`src/rtl/i2c_arb_pkg.sv`:
```
// Shared types for the two-requester I2C master arbiter: FSM states,
// requester index and watchdog counter width.
package i2c_arb_pkg;

  typedef enum logic [1:0] {
    ST_IDLE  = 2'd0,
    ST_OWN   = 2'd1,
    ST_DRAIN = 2'd2
  } arb_state_e;

  typedef logic req_idx_t;

  localparam int unsigned WDOG_W = 20;

endpackage

```
`src/rtl/i2c_arb_watchdog.sv`:
```
// Idle-owner watchdog: counts consecutive enabled cycles; expired is a
// combinational strobe in the cycle the count sits at TIMEOUT_CYCLES-1.
module i2c_arb_watchdog
  import i2c_arb_pkg::*;
#(
  parameter int unsigned TIMEOUT_CYCLES = 50000
) (
  input  logic clk,
  input  logic reset_n,
  input  logic enable,
  input  logic clear,
  output logic expired
);

  localparam logic [WDOG_W-1:0] LIMIT = WDOG_W'(TIMEOUT_CYCLES - 1);

  logic [WDOG_W-1:0] cnt_q, cnt_d;

  assign expired = enable && !clear && (cnt_q == LIMIT);

  always_comb begin
    cnt_d = cnt_q + 1'b1;
    if (clear || !enable || expired) begin
      cnt_d = '0;
    end
  end

  always_ff @(posedge clk or negedge reset_n) begin
    if (!reset_n) begin
      cnt_q <= '0;
    end else begin
      cnt_q <= cnt_d;
    end
  end

endmodule

```
`src/rtl/i2c_arbiter.sv`:
```
// Round-robin arbiter sharing one I2C master between two requesters; grant
// one cycle after request, combinational command/status passthrough to owner.
module i2c_arbiter
  import i2c_arb_pkg::*;
#(
  parameter int unsigned TIMEOUT_CYCLES = 50000
) (
  input  logic       clk,
  input  logic       reset_n,
  input  logic       r0_req,
  input  logic       r0_ena,
  input  logic [6:0] r0_addr,
  input  logic       r0_rw,
  input  logic [7:0] r0_data_wr,
  output logic       r0_gnt,
  output logic       r0_busy,
  output logic [7:0] r0_data_rd,
  output logic       r0_ack_error,
  input  logic       r1_req,
  input  logic       r1_ena,
  input  logic [6:0] r1_addr,
  input  logic       r1_rw,
  input  logic [7:0] r1_data_wr,
  output logic       r1_gnt,
  output logic       r1_busy,
  output logic [7:0] r1_data_rd,
  output logic       r1_ack_error,
  output logic       i2c_ena,
  output logic [6:0] i2c_addr,
  output logic       i2c_rw,
  output logic [7:0] i2c_data_wr,
  input  logic       i2c_busy,
  input  logic [7:0] i2c_data_rd,
  input  logic       i2c_ack_error,
  output logic       arb_busy,
  output logic       timeout_pulse
);

  arb_state_e state_q, state_d;
  req_idx_t   owner_q, owner_d;
  req_idx_t   last_q, last_d;
  logic [1:0] lock_q, lock_d;
  logic       start_q, start_d;

  logic [1:0] req, elig;
  logic       own, own_req, own_ena, wd_expired;

  assign req     = {r1_req, r0_req};
  assign elig    = req & ~lock_q;
  assign own     = (state_q == ST_OWN);
  assign own_req = owner_q ? r1_req : r0_req;
  assign own_ena = owner_q ? r1_ena : r0_ena;

  i2c_arb_watchdog #(
    .TIMEOUT_CYCLES(TIMEOUT_CYCLES)
  ) u_watchdog (
    .clk    (clk),
    .reset_n(reset_n),
    .enable (own && !i2c_busy && !own_ena),
    .clear  (!own),
    .expired(wd_expired)
  );

  always_comb begin
    state_d       = state_q;
    owner_d       = owner_q;
    last_d        = last_q;
    lock_d        = lock_q & req;
    start_d       = 1'b1;
    timeout_pulse = 1'b0;
    case (state_q)
      ST_IDLE: begin
        // start_q holds off the first grant for a full cycle after reset release
        if (start_q) begin
          if (elig == 2'b11) begin
            state_d = ST_OWN;
            owner_d = ~last_q;
          end else if (elig[0]) begin
            state_d = ST_OWN;
            owner_d = 1'b0;
          end else if (elig[1]) begin
            state_d = ST_OWN;
            owner_d = 1'b1;
          end
        end
      end
      ST_OWN: begin
        // voluntary release takes priority over a coincident watchdog expiry
        if (!own_req) begin
          state_d = ST_DRAIN;
          last_d  = owner_q;
        end else if (wd_expired) begin
          state_d         = ST_DRAIN;
          last_d          = owner_q;
          timeout_pulse   = 1'b1;
          lock_d[owner_q] = 1'b1;
        end
      end
      ST_DRAIN: begin
        if (!i2c_busy) begin
          state_d = ST_IDLE;
        end
      end
      default: state_d = ST_IDLE;
    endcase
  end

  always_ff @(posedge clk or negedge reset_n) begin
    if (!reset_n) begin
      state_q <= ST_IDLE;
      owner_q <= 1'b0;
      last_q  <= 1'b1;
      lock_q  <= 2'b00;
      start_q <= 1'b0;
    end else begin
      state_q <= state_d;
      owner_q <= owner_d;
      last_q  <= last_d;
      lock_q  <= lock_d;
      start_q <= start_d;
    end
  end

  assign arb_busy = (state_q != ST_IDLE);
  assign r0_gnt   = own && !owner_q;
  assign r1_gnt   = own && owner_q;

  always_comb begin
    i2c_ena     = 1'b0;
    i2c_addr    = '0;
    i2c_rw      = 1'b0;
    i2c_data_wr = '0;
    if (own) begin
      i2c_ena     = own_ena;
      i2c_addr    = owner_q ? r1_addr : r0_addr;
      i2c_rw      = owner_q ? r1_rw : r0_rw;
      i2c_data_wr = owner_q ? r1_data_wr : r0_data_wr;
    end
  end

  assign r0_busy      = r0_gnt ? i2c_busy : 1'b1;
  assign r0_data_rd   = r0_gnt ? i2c_data_rd : 8'h00;
  assign r0_ack_error = r0_gnt & i2c_ack_error;
  assign r1_busy      = r1_gnt ? i2c_busy : 1'b1;
  assign r1_data_rd   = r1_gnt ? i2c_data_rd : 8'h00;
  assign r1_ack_error = r1_gnt & i2c_ack_error;

endmodule

```
`config.mk`:
```
export PLATFORM = sky130hd
export DESIGN_NAME = i2c_arbiter
export DESIGN_NICKNAME = d
export VERILOG_FILES = /design/src/rtl/i2c_arb_pkg.sv /design/src/rtl/i2c_arb_watchdog.sv /design/src/rtl/i2c_arbiter.sv
export SDC_FILE = /design/constraint.sdc
export NUM_CORES = 1
export LEC_CHECK = 0
export CORE_MARGIN = 2
export CORE_UTILIZATION = 36
export CTS_CLUSTER_SIZE = 28
export DETAILED_ROUTE_END_ITERATION = 8
export PLACE_DENSITY = 0.76
export SLEW_MARGIN = 20
export SYNTH_ARGS = -nofsm -noshare
export SYNTH_HDL_FRONTEND = slang
export SYNTH_SLANG_ARGS = --single-unit
```
`constraint.sdc`:
```
create_clock -name clk -period 1.6 [get_ports clk]
set_clock_uncertainty 0.15 [all_clocks]
set_input_delay 0.16 -clock clk [delete_from_list [all_inputs] [get_ports clk]]
set_output_delay 0.16 -clock clk [all_outputs]
set_load 0.02 [all_outputs]
```
==> run_results.csv, run 1 <==
group,metric,value,unit
power,power.density,1270,nW/um2
timing,finalCriticalPeriod,2020,ps
floorplan,die_w,74.3,um
clocking,cts_tree,"done",
synthesis,ys_seq_elements,27,
run,maxCapViolCount,0,
floorplan,core_area,4750,um2
setup_path,critPathLaunchType,"flop",
synthesis,syn-num-nets,249,
setup_path,worstPathMaxFanout,2,
floorplan,fp.dieH,74.3,um
grt,antenna_found_initial,0,
setup_path,regToRegSetupSlack,-380,ps
run_status,violations,"setup timing",
routing,wl,8.32,mm
setup_path,setup.worst_path.end_class,"output port",
layout,syn2layout_area_growth,121,%
floorplan,fp-row-count,25,
timing,fmax,495,MHz
clocking,clock_path_buffers,2,
min_path,min_path_type,"in -> async",
grt,overflow,0,
synthesis,syn_area,1780,um2
timing,slew_violations,0,
routing,routedWlPerCell,19.8,um
setup_path,crit_arrival,1710,ps
clocking,root_buffer,"clkbuf_8",
synthesis,synthDistinctLibCells,45,
setup_path,r2r_cells,6,
floorplan,top_level_ports,89,
grt,grt_pass1_wl,9.49,mm
grt,grt_max_degree,28,
routing,viasPerCell,5.33,
power,irDropWorstVdd,0.700,mV
timing,finalHoldViolations,0,
routing,vias,2242,
layout,layout-drive-gt1-share,58.5,%
routing,drt_pre_antenna_iters,4,
synthesis,synth_edf_count,0,
layout,layout_common_cells,"56 x buf_6, 50 x buf_4, 47 x clkdlybuf4s50_1",
power,leakage,1.68,nW
timing,finalSetupTns,-15660,ps
setup_path,worst-setup-path-type,"reg -> out",
layout,final_core_util,82.8,%
run_status,status,"finished with violations",
setup_path,r2r_start,"u_watchdog.cnt_q[5]",
synthesis,avgSynthCellArea,8.90,um2
routing,drt-initial-drc-count,59,
synthesis,synthFlopType,"dfrtp_1",
clocking,cts-htree-levels,1,
routing,drtAntennaViolNets,0,
clocking,cts_made_buffers,3,
grt,track_usage,22.4,%
layout,final_common_cell,"buf_6",
setup_path,required,1290,ps
clocking,insertion_delay,270,ps
place,io_buffers,88,
clocking,clock_sinks,27,
clocking,path_clk_slew,90,ps
timing,rsz0062_at_grt,"yes",
synthesis,yosysWarnings,0,
clocking,cts_hold_buf,0,
grt,grt_pass1_vias,2047,
timing,fin_crit_sh,126,%
synthesis,syn_inst,200,
synthesis,ys_seq_area_share,38.0,%
routing,drc,0,
floorplan,initial_utilization,37.4,%
place,gp_congestion,0.844,
layout,n_antenna_cell,0,
floorplan,die-area,5520,um2
setup_path,r2r-end,"u_watchdog.cnt_q[18]",
synthesis,ys_async_sr_fraction,100,%
layout,num-nets-final,404,
place,hpwl,4.43,mm
timing,setup_viol,67,
timing,worst_slack,-420,ps
-- report_power, final --
part           switching, mW  leakage (nW)  internal, mW
Clock                  0.197        0.0228         0.178
Combinational           1.78          1.29          2.07
Sequential            0.0451         0.367         0.742
-- cell usage after synthesis (3+ instances only) --
| cell type | count | area (um2) |
|---|---|---|
| nor2_1 | 34 | 128 |
| nor3_1 | 3 | 15.0 |
| buf_2 | 6 | 30.0 |
| xor2_1 | 10 | 87.6 |
| or3_1 | 5 | 31.3 |
| clkbuf_1 | 4 | 15.0 |
| o21ai_0 | 7 | 35.0 |
| mux2i_1 | 18 | 180 |
| nand3_1 | 6 | 30.0 |
| nand2_1 | 7 | 26.3 |
| and3_1 | 13 | 81.3 |
| a21oi_1 | 6 | 30.0 |
| dfrtp_1 | 26 | 651 |
| nand2b_1 | 3 | 18.8 |
| and2_1 | 9 | 56.3 |
| o31ai_1 | 3 | 22.5 |
| nand4_1 | 6 | 37.5 |
| inv_1 | 3 | 11.3 |
| nor2b_1 | 3 | 18.8 |
-- area by class of cell --
class	instances	area (um2)
Sequential cell	27	677
Tap cell	67	83.8
Clock buffer	4	45.0
Fill cell	246	817
Timing Repair Buffer	162	1660
Inverter	3	13.8
Multi-Input combinational cell	158	1460
-- state kept, by name, indices dropped and copies added (netlist names) --
name              flops
u_watchdog.cnt_q     20
owner_q               1
lock_q                2
state_q               2
last_q                1
start_q               1
-- critical path, stage by stage, from the launching register on --
cell and delay [ps]:
dfrtp_1 400, buf_6 130, mux2i_4 240, nand4_1 230, nor3_4 290, buf_6 150
-- metrics by stage --
stage	total power, mW	std cells	hold slack [ps]	setup slack [ps]	cell area (um2)
floorplan	1.97	200	-286	-80.0	1840
global placement	2.96	391	355	-653	3110
detailed placement	2.99	391	349	-787	3110
CTS	4.08	412	110	-266	3500
global route	5.18	421	145	-468	3940
finish	5.01	421	94.2	-420	3940
-- metal layers --
metal,share of wire [%],track usage (%)
met1,33,25.1
met2,52,42.4
met3,8.2,4.34
met4,6.5,7.34
met5,0,0
-- logic make-up after synthesis --
family / Yosys count / share of synthesized area (%)
other: 1 / 0.211
and+or+nand+nor: 102 / 32.3
xor gates and xnor gates: 12 / 5.90
muxes: 19 / 10.8
DFF: 27 / 38.0
buffers and inverters: 15 / 4.01
adders and majority gates: 1 / 0.703
AOI/OAI and AO/OA: 23 / 8.08
-- how the worst max path moves through the flow --
stage / start / end / slack [ps]
2_1_floorplan: u_watchdog.cnt_q[0] / u_watchdog.cnt_q[17] / -80
3_3_place_gp: i2c_busy / timeout_pulse / -650
3_5_place_dp: i2c_busy / timeout_pulse / -790
4_1_cts: u_watchdog.cnt_q[17] / timeout_pulse / -270
5_1_grt: u_watchdog.cnt_q[5] / timeout_pulse / -470
6_report: owner_q / timeout_pulse / -420
-- what timing repair did --
item                                    in CTS  in global routing
endpoints found under the hold margin        0                  0
pin swaps                                   22                 20
cloned                                       4                  3
setup buffers                               14                 12
endpoints found under the setup margin      66                 67
gates resized for setup                    277                101
(Power assumes the default switching activity.)
==> run 2, diff against run 1 <==
- CORE_UTILIZATION: 36 -> 40
- PLACE_DENSITY: 0.76 -> 0.8
- SETUP_SLACK_MARGIN: not set -> 0.3
- clock period: 1.6 -> 2.03 ns (I/O delays scaled with it)
==> run_results.csv, run 2 (synthesis gave the netlist of run 1 again) <==
group,metric,value,unit
run_status,status,"finished with violations",
run_status,violations,"setup timing",
floorplan,core_area,4320,um2
place,io_buffers,88,
routing,drtAntennaViolNets,0,
grt,antenna_found_initial,0,
grt,overflow,0,
setup_path,setup.worst_path.end_class,"flop",
layout,largest_reg_flops,20,
layout,regMostFlops,"u_watchdog.cnt_q",
routing,vias,2229,
layout,syn2layout_area_growth,108,%
timing,finalHoldViolations,0,
timing,finalCriticalPeriod,2080,ps
routing,wl,8.16,mm
place,gp_congestion,0.796,
timing,fin_crit_sh,102,%
clocking,clock_sinks,27,
clocking,path_clk_slew,100,ps
timing,rsz0062_at_grt,"yes",
floorplan,fp-row-count,24,
place,pre_cts_ws,-306,ps
clocking,root_buffer,"clkbuf_8",
layout,num-nets-final,401,
layout,final_common_cell,"buf_4",
timing,worst_slack,-50.3,ps
layout,layout-drive-gt1-share,52.1,%
grt,track_usage,23.3,%
floorplan,die_w,70.7,um
routing,drt-initial-drc-count,180,
place,hpwl,3.95,mm
setup_path,worstPathMaxFanout,2,
timing,finalSetupTns,-92.6,ps
floorplan,initial_utilization,41.2,%
setup_path,crit_arrival,2140,ps
layout,largestRegisters,"u_watchdog.cnt_q x20, lock_q x2, state_q x2",
power,irDropWorstVdd,0.497,mV
floorplan,fp.dieH,70.7,um
grt,grt_pass1_vias,2058,
setup_path,worst-setup-path-type,"reg -> reg",
routing,viasPerCell,5.53,
clocking,cts-htree-levels,1,
floorplan,top_level_ports,89,
timing,fmax,481,MHz
power,leakage,1.67,nW
clocking,cts_made_buffers,3,
routing,routedWlPerCell,20.2,um
floorplan,die-area,5000,um2
clocking,cts_tree,"done",
grt,grt_max_degree,28,
setup_path,required,2090,ps
grt,grt_pass1_wl,9.40,mm
min_path,min_path_type,"in -> async",
timing,slew_violations,0,
timing,setup_viol,2,
clocking,insertion_delay,270,ps
run,maxCapViolCount,0,
layout,final_core_util,85.8,%
clocking,clock_path_buffers,2,
layout,layout_common_cells,"58 x buf_4, 47 x clkdlybuf4s50_1, 42 x buf_6",
setup_path,critPathLaunchType,"flop",
routing,drt_pre_antenna_iters,5,
routing,drc,0,
power,power.density,949,nW/um2
layout,n_antenna_cell,0,
-- run 2: changes by cell type in the layout (fill, tap and decap cells not counted), sizes merged --
cell / before / now
clkdlybuf4s15: 0 / 1
buf: 113 / 111
clkbuf: 6 / 3
clkinvlp: 0 / 1
-- run 2: repair_timing --
action | in CTS | in global routing
resized for setup | 216 | 121
cloned | 2 | 2
setup endpoints to repair | 65 | 66
hold buffers | 0 | 0
setup buffers | 17 | 13
pin swaps | 12 | 19
-- run 2: worst paths after layout --
kind / start / end / slack [ps] / depth (start not counted)
setup / recovery: u_watchdog.cnt_q[5] / last_q / -50 / 7
hold / removal: reset_n / u_watchdog.cnt_q[6] / 140 / 2
setup reg to reg: u_watchdog.cnt_q[5] / last_q / -50 / 7
hold reg to reg: lock_q[0] / lock_q[0] / 400 / 1
max in group asynchronous: reset_n / last_q / 1280 / 2
min in group clk: lock_q[0] / lock_q[0] / 400 / 1
-- run 2: per-layer routing --
layer  up-vias  part of all wire, %  track usage [%]  wire, um
met2       130                   53             44.1      4330
li1       1003                    -                -         -
met5         -                    0                0         0
met1      1066                   37             27.6      3010
met3        30                  5.4             3.99       440
met4         0                  4.6             4.61       379
-- run 2: per-stage QoR --
step / hold slack (ps) / instance area (um2) / power [mW] / cells
finish: 136 / 3710 / 3.52 / 403
global placement: 351 / 2970 / 2.24 / 365
global route: 165 / 3710 / 3.65 / 403
detailed placement: 355 / 2970 / 2.26 / 365
floorplan: -243 / 1790 / 1.50 / 200
CTS: 152 / 3270 / 2.92 / 388
-- run 2: power breakdown --
group / internal [mW] / total, mW / switching, mW
sequential: 0.589 / 0.640 / 0.0507
clock: 0.139 / 0.315 / 0.175
combinational: 1.38 / 2.57 / 1.19
total: 2.10 / 3.52 / 1.42
-- run 2: critical path, stage by stage (launching register included) --
cell     delay, ps
dfrtp_1        410
nor4_2         340
buf_4          180
nand4_1        180
buf_4          210
buf_6          110
o21a_1         190
a211o_1        250
-- run 2: cell type report --
cell class	count	area, um2
repair buffers	159	1580
inverters	3	11.3
clock inverters	1	7.51
multi-input cells	158	1330
fillers	212	614
well taps	52	65.1
clock buffers	3	41.3
flip-flops and latches	27	679
